File: config.mk
export PLATFORM = sky130hd
export DESIGN_NAME = output_sequencer
export DESIGN_NICKNAME = d
export VERILOG_FILES = /design/src/rtl/output_sequencer.sv
export SDC_FILE = /design/constraint.sdc
export NUM_CORES = 1
export LEC_CHECK = 0
export BUFFER_PORTS_ARGS = -buffer_cell sky130_fd_sc_hd__buf_2
export CAP_MARGIN = 40
export CORE_MARGIN = 1.5
export CORE_UTILIZATION = 50
export CTS_CLUSTER_DIAMETER = 120
export DETAILED_ROUTE_END_ITERATION = 8
export GPL_TIMING_DRIVEN = 0
export PLACE_DENSITY = 0.71
export RECOVER_POWER = 25
export SETUP_SLACK_MARGIN = 0.05
export SLEW_MARGIN = 20
export SYNTH_ARGS = -nofsm -noshare
export SYNTH_HDL_FRONTEND = slang
export SYNTH_SLANG_ARGS = --single-unit
export TNS_END_PERCENT = 1
File: constraint.sdc
create_clock -name clk -period 3.5 [get_ports clk]
set_input_delay 0.7 -clock clk [delete_from_list [all_inputs] [get_ports clk]]
set_output_delay 0.7 -clock clk [all_outputs]
set_load 0.005 [all_outputs]
File: src/rtl/output_sequencer.sv
// output_sequencer: output counterpart of the button input chain. Patterns are pushed into a
// first-word-fall-through FIFO. Each pattern is driven on `out` for HOLD_CNT_MAX cycles and is
// then followed by GAP_CNT_MAX cycles of zero, so that two identical consecutive events can
// still be told apart. Typical uses are LEDs and other user-visible events fed from MMIO or an
// event source.
//
// Build option:
//   OUTPUT_SEQUENCER_FLUSH_EN - adds a synchronous, active-high `flush` input. When flush is
//                               high it empties the FIFO, aborts the current event and discards
//                               any write on the same edge.
//
// Ports:
//   clk    - system clock; all logic runs on the rising edge
//   rst    - asynchronous, active-low reset
//   flush  - (optional) synchronous flush, active-high
//   din    - pattern to enqueue
//   wr_en  - enqueue din on this edge, ignored while full
//   full   - FIFO holds DEPTH entries
//   empty  - FIFO holds no entries (the pattern being driven is not counted)
//   out    - registered pattern being driven
//   busy   - sequencer is holding a pattern or in the gap after one
module output_sequencer #(
  parameter int unsigned WIDTH         = 1,
  parameter int unsigned DEPTH         = 8,
  parameter int unsigned POINTER_WIDTH = 3,
  parameter int unsigned HOLD_CNT_MAX  = 62500,
  parameter int unsigned GAP_CNT_MAX   = 200
) (
  input  logic             clk,
  input  logic             rst,
`ifdef OUTPUT_SEQUENCER_FLUSH_EN
  input  logic             flush,
`endif
  input  logic [WIDTH-1:0] din,
  input  logic             wr_en,
  output logic             full,
  output logic             empty,
  output logic [WIDTH-1:0] out,
  output logic             busy
);

  // The counter covers the larger of the two intervals, and is never narrower than one bit.
  localparam int unsigned HoldMin = (HOLD_CNT_MAX > 2) ? HOLD_CNT_MAX : 2;
  localparam int unsigned GapMin  = (GAP_CNT_MAX > 2) ? GAP_CNT_MAX : 2;
  localparam int unsigned CntMax  = (HoldMin > GapMin) ? HoldMin : GapMin;
  localparam int unsigned CntW    = $clog2(CntMax);

  localparam logic [CntW-1:0] HoldLast = CntW'(HOLD_CNT_MAX - 1);
  // GAP_CNT_MAX == 0 never enters the gap state, so this value is then unused.
  localparam logic [CntW-1:0] GapLast  = CntW'((GAP_CNT_MAX > 0) ? GAP_CNT_MAX - 1 : 0);

  localparam logic [POINTER_WIDTH:0]   DepthCnt = (POINTER_WIDTH + 1)'(DEPTH);
  localparam logic [POINTER_WIDTH-1:0] PtrLast  = POINTER_WIDTH'(DEPTH - 1);

  typedef enum logic [1:0] {
    StIdle,
    StHold,
    StGap
  } state_e;

  state_e                   state_q, state_d;
  logic [CntW-1:0]          cnt_q, cnt_d;
  logic [WIDTH-1:0]         out_q, out_d;

  logic [WIDTH-1:0]         mem_q [DEPTH];
  logic [POINTER_WIDTH-1:0] wr_ptr_q, wr_ptr_d;
  logic [POINTER_WIDTH-1:0] rd_ptr_q, rd_ptr_d;
  logic [POINTER_WIDTH:0]   count_q, count_d;

  logic                     flush_req;
  logic                     push;
  logic                     pop;
  logic [WIDTH-1:0]         head;

`ifdef OUTPUT_SEQUENCER_FLUSH_EN
  assign flush_req = flush;
`else
  assign flush_req = 1'b0;
`endif

  // Full and empty are decoded from the registered count. A pop on the same edge therefore
  // does not free space for a write while the FIFO is full.
  assign full  = (count_q == DepthCnt);
  assign empty = (count_q == '0);
  assign head  = mem_q[rd_ptr_q];
  assign push  = wr_en && !full && !flush_req;

  assign out  = out_q;
  assign busy = (state_q != StIdle);

  // ---------------------------------------------------------------------------------------------
  // Sequencer FSM
  // ---------------------------------------------------------------------------------------------
  always_comb begin
    state_d = state_q;
    cnt_d   = cnt_q;
    out_d   = out_q;
    pop     = 1'b0;

    unique case (state_q)
      StIdle: begin
        out_d = '0;
        if (!empty) begin
          pop     = 1'b1;
          out_d   = head;
          cnt_d   = '0;
          state_d = StHold;
        end
      end

      StHold: begin
        if (cnt_q == HoldLast) begin
          cnt_d = '0;
          if (GAP_CNT_MAX > 0) begin
            out_d   = '0;
            state_d = StGap;
          end else if (!empty) begin
            // Without a gap the next pattern follows directly.
            pop   = 1'b1;
            out_d = head;
          end else begin
            out_d   = '0;
            state_d = StIdle;
          end
        end else begin
          cnt_d = cnt_q + CntW'(1);
        end
      end

      StGap: begin
        out_d = '0;
        if (cnt_q == GapLast) begin
          cnt_d = '0;
          if (!empty) begin
            pop     = 1'b1;
            out_d   = head;
            state_d = StHold;
          end else begin
            state_d = StIdle;
          end
        end else begin
          cnt_d = cnt_q + CntW'(1);
        end
      end

      default: begin
        out_d   = '0;
        cnt_d   = '0;
        state_d = StIdle;
      end
    endcase

    if (flush_req) begin
      state_d = StIdle;
      cnt_d   = '0;
      out_d   = '0;
      pop     = 1'b0;
    end
  end

  always_ff @(posedge clk or negedge rst) begin
    if (!rst) begin
      state_q <= StIdle;
      cnt_q   <= '0;
      out_q   <= '0;
    end else begin
      state_q <= state_d;
      cnt_q   <= cnt_d;
      out_q   <= out_d;
    end
  end

  // ---------------------------------------------------------------------------------------------
  // FIFO
  // ---------------------------------------------------------------------------------------------
  always_comb begin
    wr_ptr_d = wr_ptr_q;
    rd_ptr_d = rd_ptr_q;
    count_d  = count_q;

    if (push) begin
      wr_ptr_d = (wr_ptr_q == PtrLast) ? '0 : wr_ptr_q + POINTER_WIDTH'(1);
    end
    if (pop) begin
      rd_ptr_d = (rd_ptr_q == PtrLast) ? '0 : rd_ptr_q + POINTER_WIDTH'(1);
    end

    unique case ({push, pop})
      2'b10:   count_d = count_q + (POINTER_WIDTH + 1)'(1);
      2'b01:   count_d = count_q - (POINTER_WIDTH + 1)'(1);
      default: count_d = count_q;
    endcase

    if (flush_req) begin
      wr_ptr_d = '0;
      rd_ptr_d = '0;
      count_d  = '0;
    end
  end

  always_ff @(posedge clk or negedge rst) begin
    if (!rst) begin
      wr_ptr_q <= '0;
      rd_ptr_q <= '0;
      count_q  <= '0;
    end else begin
      wr_ptr_q <= wr_ptr_d;
      rd_ptr_q <= rd_ptr_d;
      count_q  <= count_d;
    end
  end

  // Storage has no reset. An entry is only read after it has been written.
  always_ff @(posedge clk) begin
    if (push) begin
      mem_q[wr_ptr_q] <= din;
    end
  end

endmodule

==> results of run 1 <==
layer usage:
| metal | vias up | part of all wire (%) | wire length (µm) | track usage (%) |
|---|---|---|---|---|
| li1 | 778 | - | - | - |
| met1 | 733 | 51 | 2046 | 26.32 |
| met2 | 24 | 44 | 1746 | 29.13 |
| met3 | 7 | 3.5 | 142 | 5.428 |
| met4 | 0 | 1.7 | 69 | 8.250 |
| met5 | - | 0 | 0 | 0 |
flip-flops by register name, indices dropped and copies added (netlist names):
name / count
cnt_q: 16
rd_ptr_q: 3
mem_q: 8
state_q: 2
count_q: 4
wr_ptr_q: 3
out: 1
cell usage in the layout (no fill, tap or decap), types with 4 or more instances in the layout:
master / n
and3_1: 5
nor2_1: 14
nand2b_1: 4
inv_1: 10
nand2_1: 21
mux2i_1: 4
buf_2: 7
mux2_2: 6
edfxtp_1: 8
o21ai_0: 11
a22o_1: 7
ha_1: 12
a21o_1: 4
a21oi_1: 5
dfrtp_1: 29
nor3_1: 11
nand3_1: 8
nand4_1: 4
clkbuf_8: 5
where the power goes:
part / total, mW / internal [mW] / switching, mW
clock: 0.374 / 0.213 / 0.161
combinational: 0.201 / 0.0969 / 0.104
sequential: 0.565 / 0.496 / 0.0690
total: 1.14 / 0.806 / 0.334
path summary, 6_finish.rpt:
| check | start | to | slack (ns) |
|---|---|---|---|
| max | cnt_q[0]$_DFFE_PN0P_ | count_q[3]$_DFFE_PN0P_ | 0.48 |
| min | out$_DFFE_PN0N_ | out$_DFFE_PN0N_ | 0.51 |
| max reg2reg | cnt_q[0]$_DFFE_PN0P_ | count_q[3]$_DFFE_PN0P_ | 0.48 |
| min reg2reg | out$_DFFE_PN0N_ | out$_DFFE_PN0N_ | 0.51 |
| max in group asynchronous | rst | wr_ptr_q[1]$_DFFE_PN0P_ | 1.82 |
| min in group asynchronous | rst | out$_DFFE_PN0N_ | 0.78 |
cell type report:
cell class | count | area, µm² | share of cell area, %
clock inverter | 3 | 46.29 | 1.982
clock buffer | 5 | 68.82 | 2.946
multi-input combinational | 151 | 1089 | 46.60
timing repair buffer | 7 | 32.53 | 1.393
sequential | 37 | 965.9 | 41.35
tap | 50 | 62.56 | 2.678
buffer | 5 | 33.78 | 1.446
inverter | 10 | 37.54 | 1.607
cells by family (layout without fill, tap and decap cells):
kind of cell,Yosys count,in the layout
mux,12,12
xor+xnor,4,4
compound gates,38,38
buf+inv,15,30
fa+ha+maj,13,13
flops,37,37
simple gates,84,84
worst max-delay path: stages (launching register included):
cell     delay (ns)
dfrtp_1        0.40
ha_1           0.25
nor4b_4        0.24
nand4_1        0.23
o22ai_1        0.53
ha_1           0.33
ha_1           0.26
a21o_1         0.18
a21oi_1        0.16
xnor2_1        0.13
nor2_1         0.07
xor2_1         0.14
through the flow:
| step | total power, mW | cells | area (µm²) | utilization [%] | setup slack (ns) |
|---|---|---|---|---|---|
| global placement | 0.7598 | 260 | 2223 | 54.79 | 0.5182 |
| detailed placement | 0.7744 | 260 | 2223 | 54.79 | 0.5149 |
| floorplan | 0.7112 | 203 | 2126 | - | 0.9718 |
| finish | 1.140 | 268 | 2336 | 57.57 | 0.4763 |
| CTS | 1.154 | 268 | 2338 | 57.63 | 0.4587 |
| global route | 1.208 | 268 | 2336 | 57.57 | 0.2457 |
==> out/results.ini, run 1 <==
[global_routing]
grt_pass1_vias = 1413
grt_max_degree = 30
globalRouteOverflowTotal = 0
antenna_found_initial = 0
grt_pass1_wl_um = 6568
grtUsageTotal_pct = 19.43

[route]
firstDrtPassIters = 4
route.detailed.drc = 0
wire_per_inst_um = 14.94
ant_nets = 0
viasPerCell = 5.754
drt_iter0_drc = 84
wl_um = 4004
vias = 1542

[sta]
tightest_slew_ns = 1.553
fin_crit_sh_pct = 86.39
setup_tns_ns = 0
rsz0062_at_grt = no
finalSetupViolations = 0
fmax_ghz = 0.3307
slew_violations = 30
whs_ns = 0.5123
finalHoldViolations = 0
period_needed_ns = 3.024
fin_skew_ns = 0.005613
relSlewSlack_pct = -3.532

[clocking]
clk_path_buf_depth = 2
htreeDepth = 2
cts_hold_buf = 0
cts_tree = yes
cts_buffers = 5
cts_sinks = 37
ctsRootBufferMaster = clkbuf_8
ctsResizeCount = 0
clkLatencyLatePin_ns = 0.30
cts_setup_buffers = 0
clk_pin_slew_worst_paths_ns = 0.08

[synth]
synth_compound_area_share_pct = 12.42
yosysMostFrequentCell = dfrtp_1
synth_fa_ha_area_share_pct = 8.005
synth-async-reset-ratio_pct = 78.38
yosys.area_share.simple_pct = 21.95
synth-edff-count = 8
yosysWarnings = 0
synth_commonest_cells = dfrtp_1, nand2_1, nor2_1
netlist_area_um2 = 2126
avgSynthCellArea_um2 = 10.47
synth_top_family_by_area = simple AND/OR/NAND/NOR gates
yosys_most_used_dff = dfrtp_1
synth_largest_type_area_fraction_pct = 34.14
ys_seq_elements = 37
synth_cells = 203
ys_types = 45
yosysTopAreaCell = dfrtp_1
seq_area_frac_synth_pct = 45.44
synthesis.nets = 220
synthXorXnorAreaFrac_pct = 1.648
synthMuxAreaShare_pct = 7.181
synthTopCellsByArea = dfrtp_1, edfxtp_1, ha_1, nand2_1, mux2_2

[floorplanning]
fp.dieH_um = 68.21
die-area_um2 = 4652
initial_core_util_pct = 52.39
coreArea_um2 = 4058
num_rows = 23
pin_count = 8
dieWidth_um = 68.21

[worst_setup_path]
endpoint_kind = register
required_ns = 3.68
crit_arrival_ns = 3.21
reg2regPathDepth = 11
crit_fanout = 5
cp-start-kind = register
critical_path_class = register to register

[run_status]
status = finished, violations left
violations = capacitance limit, slew limit

[hold_path]
whs_path_depth = 2
hold_class = register to register

[power]
p_leak_nw = 1.025
power_density_nw_per_um2 = 488.1
ir_drop_uv = 425.7

[layout]
drive_gt1_share_pct = 16.51
nets = 234
n_antenna_cell = 0
area_growth_pct = 9.888
fillers = 335

[placement]
port-buffer-count = 7
routabilityCongestion = 0.7754
dp_hpwl_um = 2789

[job]
cap_violations = 1

Note: power is estimated with default switching activity, not from simulation.
==> run 2: changes to the inputs <==
--- a/config.mk
+++ b/config.mk
@@ -12,7 +12,7 @@
 export CTS_CLUSTER_DIAMETER = 120
 export DETAILED_ROUTE_END_ITERATION = 8
 export GPL_TIMING_DRIVEN = 0
-export PLACE_DENSITY = 0.71
+export PLACE_DENSITY = 0.73
 export RECOVER_POWER = 25
 export SETUP_SLACK_MARGIN = 0.05
 export SLEW_MARGIN = 20
==> constraint.sdc (replaced) <==
create_clock -name clk -period 2.43 [get_ports clk]
set_input_delay 0.486 -clock clk [delete_from_list [all_inputs] [get_ports clk]]
set_output_delay 0.486 -clock clk [all_outputs]
set_load 0.005 [all_outputs]
==> out/results.ini, run 2 (synthesized netlist as in run 1, its figures left out) <==
[run_status]
status = finished, violations left
violations = capacitance limit, slew limit

[sta]
fmax_ghz = 0.4321
finalSetupViolations = 0
fin_skew_ns = 0.005329
setup_tns_ns = 0
period_needed_ns = 2.314
rsz0062_at_grt = yes
slew_violations = 30
fin_crit_sh_pct = 95.23
relSlewSlack_pct = -5.271
finalHoldViolations = 0
tightest_slew_ns = 1.579

[route]
route.detailed.drc = 0
drt_iter0_drc = 85
firstDrtPassIters = 4
wl_met3_um = 113
wl_um = 4217
wire_per_inst_um = 15.11
ant_nets = 0
wl_met2_um = 2182
wirelength_met1_um = 1861
vias = 1643
top_layer_used = met4
viasPerCell = 5.889

[clocking]
cts_buffers = 5
clk_pin_slew_worst_paths_ns = 0.08
ctsRootBufferMaster = clkbuf_8
htreeDepth = 2
clkLatencyLatePin_ns = 0.30
cts_tree = yes
cts_sinks = 37
clk_path_buf_depth = 2

[layout]
nets = 245
multi_input_area_um2 = 1159
top_register = cnt_q
seq_area_um2 = 968.4
mostFrequentLayoutCells = dfrtp_1, nand2_1, nor2_1
area_growth_pct = 18.07
final_area_um2 = 2510
drive_gt1_share_pct = 24.02
fillers = 339
largest_reg_flops = 16
n_antenna_cell = 0
final_common_cell = dfrtp_1
reg.largest.list = cnt_q: 16 flops, mem_q: 8 flops, count_q: 4 flops
final_util_pct = 61.86

[worst_setup_path]
path_buf_inv = 2
required_ns = 2.61
critical_path_class = register to register
reg2regPathDepth = 11
reg2reg_from = cnt_q[11]$_DFFE_PN0P_
crit_start = cnt_q[11]$_DFFE_PN0P_
endpoint_kind = register
crit_arrival_ns = 2.49
cp-start-kind = register
slowest_stage = dfrtp_1
cp_slowest_stage_delay_ns = 0.36
crit_fanout = 8
crit_chain = clkbuf_2 -> and4bb_1 -> nand4_1 -> o22ai_4 -> ha_4 -> buf_4 -> ha_1 -> a21oi_2 -> xnor2_1 -> nor2_1 -> xor2_1
r2r_end = count_q[3]$_DFFE_PN0P_
reg2reg_slack_ns = 0.12
crit_family = simple AND/OR/NAND/NOR gates

[power]
p_leak_nw = 1.092
ir_drop_uv = 702.2
power_density_nw_per_um2 = 712.2
power.total_mw = 1.788

[floorplanning]
num_rows = 23
pin_count = 8
fp.dieH_um = 68.21
die-area_um2 = 4652
initial_core_util_pct = 52.39
coreArea_um2 = 4058
dieWidth_um = 68.21

[job]
cap_violations = 1

[global_routing]
grt_pass1_vias = 1562
grtUsageTotal_pct = 21.55
grt_pass1_wl_um = 7286
antenna_found_initial = 0
grt_max_degree = 30
globalRouteOverflowTotal = 0

[placement]
placed_cell_area_um2 = 2247
port-buffer-count = 7
routabilityCongestion = 0.7984
dp_hpwl_um = 2783

[hold_path]
hold_path.startpoint = out$_DFFE_PN0N_
whs_path_depth = 2
hold_class = register to register
min_to = out$_DFFE_PN0N_

run 2: cell types whose count changed in the layout (fill, tap and decap cells not counted), moves of 2 or more:
cell | before | now
buf_4 | 1 | 12
ha_1 | 12 | 9
ha_4 | 0 | 3
dfrtp_1 | 29 | 27
dfrtp_2 | 0 | 2
run 2: power breakdown:
group	internal (mW)	switching, mW
sequential	0.714	0.111
clock	0.408	0.232
combinational	0.164	0.159
run 2: worst min-delay path, cell delays in order, from the launching register on:
cell	delay, ns
dfrtp_1	0.35
nand3_1	0.08
nand2_1	0.06
run 2: per-layer routing:
| metal | GRT usage, % | up-vias |
|---|---|---|
| li1 | - | 804 |
| met1 | 26.00 | 816 |
| met2 | 36.29 | 17 |
| met3 | 6.250 | 6 |
| met4 | 8.250 | 0 |
| met5 | 0 | - |
run 2: layout make-up:
class	instances	share of cell area, %
Buffer	5	1.346
Clock buffer	5	2.742
Clock inverter	3	2.592
Inverter	10	1.496
Multi-Input combinational cell	151	46.16
Sequential cell	37	38.58
Tap cell	50	2.493
Timing Repair Buffer	18	4.586
run 2: how the worst max path moves through the flow:
stage	to	cells after the start
after floorplan	count_q[3]$_DFFE_PN0P_	11
after global placement	count_q[3]$_DFFE_PN0P_	11
after detailed placement	count_q[3]$_DFFE_PN0P_	11
after CTS	count_q[3]$_DFFE_PN0P_	11
after global routing	count_q[3]$_DFFE_PN0P_	11
final	count_q[3]$_DFFE_PN0P_	11
run 2: timing repair:
action                                  CTS  global route
endpoints found under the setup margin    3             4
hold buffers                              0             0
gates resized for setup                   4             4
setup buffers                             9             2
cloned                                    0             0
pin swaps                                 7             6
run 2: metrics by stage:
step / worst slack, ns / hold slack (ns) / instances
finish: 0.1159 / 0.5159 / 279
global route: -0.1022 / 0.5572 / 279
CTS: 0.05938 / 0.2450 / 277
detailed placement: -0.2406 / 0.4970 / 260
global placement: -0.2029 / 0.4830 / 260
floorplan: 0.06345 / 0.1904 / 203
==> run 3: changes to the inputs <==
--- a/config.mk
+++ b/config.mk
@@ -12,7 +12,7 @@
 export CTS_CLUSTER_DIAMETER = 120
 export DETAILED_ROUTE_END_ITERATION = 8
 export GPL_TIMING_DRIVEN = 0
-export PLACE_DENSITY = 0.73
+export PLACE_DENSITY = 0.71
 export RECOVER_POWER = 25
 export SETUP_SLACK_MARGIN = 0.05
 export SLEW_MARGIN = 20
==> constraint.sdc (replaced) <==
create_clock -name clk -period 2.55 [get_ports clk]
set_input_delay 0.51 -clock clk [delete_from_list [all_inputs] [get_ports clk]]
set_output_delay 0.51 -clock clk [all_outputs]
set_load 0.005 [all_outputs]
==> out/results.ini, run 3 (synthesized netlist as in run 1, its figures left out) <==
[route]
drt_iter0_drc = 109
wl_um = 4168
wire_per_inst_um = 15.32
viasPerCell = 5.886
vias = 1601
ant_nets = 0
firstDrtPassIters = 4
route.detailed.drc = 0

[worst_setup_path]
crit_arrival_ns = 2.60
required_ns = 2.73
crit_fanout = 5
endpoint_kind = register
cp_slowest_stage_delay_ns = 0.43
crit_chain = ha_4 -> nor4b_4 -> nand4_1 -> o22ai_4 -> ha_4 -> ha_4 -> a21o_1 -> a21oi_2 -> xnor2_1 -> nor2_1 -> xor2_1
slowest_stage = dfrtp_1
cp-start-kind = register
cp_common_cell = ha_4
critical_path_class = register to register

[sta]
fin_skew_ns = 0.007331
rsz0062_at_grt = yes
finalSetupViolations = 0
setup_tns_ns = 0
relSlewSlack_pct = -5.753
fin_crit_sh_pct = 95.01
tightest_slew_ns = 1.586
finalHoldViolations = 0
slew_violations = 30
fmax_ghz = 0.4128
setup_ws_ns = 0.1273
period_needed_ns = 2.423

[layout]
nets = 238
reg.largest.list = cnt_q: 16 flops, mem_q: 8 flops, count_q: 4 flops
n_antenna_cell = 0
mostFrequentLayoutCells = dfrtp_1, nand2_1, nor2_1
final_util_pct = 59.48
fillers = 339
drive_gt1_share_pct = 21.17
area_growth_pct = 13.54
stdcell_count = 272
final_common_cell = dfrtp_1
largest_reg_flops = 16
top_register = cnt_q

[power]
power.total_mw = 1.506
ir_drop_uv = 423.7
p_leak_nw = 1.029
power_density_nw_per_um2 = 623.8

[clocking]
htreeDepth = 2
clkLatencyLatePin_ns = 0.29
clk_pin_slew_worst_paths_ns = 0.07
cts_sinks = 37
ctsRootBufferMaster = clkbuf_8
cts_buffers = 5
cts_hold_buf = 0
clk_path_buf_depth = 2
cts_tree = yes

[global_routing]
grt_pass1_vias = 1441
grt_max_degree = 30
grtUsageTotal_pct = 19.80
antenna_found_initial = 0
globalRouteOverflowTotal = 0
grt_pass1_wl_um = 6713

[floorplanning]
die-area_um2 = 4652
num_rows = 23
fp.dieH_um = 68.21
dieWidth_um = 68.21
initial_core_util_pct = 52.39
pin_count = 8
coreArea_um2 = 4058

[run_status]
violations = capacitance limit, slew limit
status = finished, violations left

[placement]
routabilityCongestion = 0.8118
post-place-ws_ns = -0.2476
placed_cells = 260
port-buffer-count = 7
dp_hpwl_um = 2780

[hold_path]
hold_class = register to register

[job]
cap_violations = 1

==> run 3: metal layers <==
layer	global-route usage, %	part of all wire, %	vias up
met5	0	0	-
met1	27.56	48	775
met4	5.500	0.84	0
li1	-	-	788
met2	30.34	47	33
met3	5.428	4.0	5
==> run 3: repair_timing <==
item                                    in CTS  in global routing
pin swaps                                    3                  7
setup buffers                                3                  1
endpoints found under the setup margin       3                  1
gates resized for setup                      5                  7
==> run 3: stage by stage <==
step           area (µm²)  hold WS [ns]
2_1_floorplan        2132        0.2144
3_3_place_gp         2230        0.4835
6_report             2414        0.4973
4_1_cts              2366        0.2672
3_5_place_dp         2230        0.4912
5_1_grt              2414        0.5436
==> run 3: power breakdown <==
group          leakage, nW  switching, mW  internal (mW)
registers            0.440          0.111          0.681
clock network       0.0450          0.204          0.189
logic                0.545          0.159          0.160
==> run 3: final timing paths <==
check / from / to / slack (ns) / depth (start not counted)
setup / recovery: cnt_q[1]$_DFFE_PN0P_ / count_q[3]$_DFFE_PN0P_ / 0.13 / 11
hold / removal: out$_DFFE_PN0N_ / out$_DFFE_PN0N_ / 0.50 / 2
setup reg to reg: cnt_q[1]$_DFFE_PN0P_ / count_q[3]$_DFFE_PN0P_ / 0.13 / 11
hold reg to reg: out$_DFFE_PN0N_ / out$_DFFE_PN0N_ / 0.50 / 2
max in group asynchronous: rst / cnt_q[0]$_DFFE_PN0P_ / 0.90 / 1
min in group asynchronous: rst / cnt_q[8]$_DFFE_PN0P_ / 0.61 / 1
==> run 3: area by class of cell <==
type / count / area, µm² / area share, %
multi-input cells: 151 / 1167 / 48.37
flip-flops and latches: 37 / 967.2 / 40.07
clock buffers: 6 / 72.57 / 3.007
repair buffers: 11 / 62.56 / 2.592
well taps: 50 / 62.56 / 2.592
inverters: 10 / 37.54 / 1.555
plain buffers: 5 / 33.78 / 1.400
clock inverters: 2 / 10.01 / 0.4147
==> run 3: critical path, delay by kind of cell (launching register included) <==
| family | cells | cell delay (ns) |
|---|---|---|
| simple gates | 3 | 0.53 |
| xor+xnor | 2 | 0.25 |
| flops | 1 | 0.43 |
| compound gates | 3 | 0.54 |
| fa+ha+maj | 3 | 0.56 |
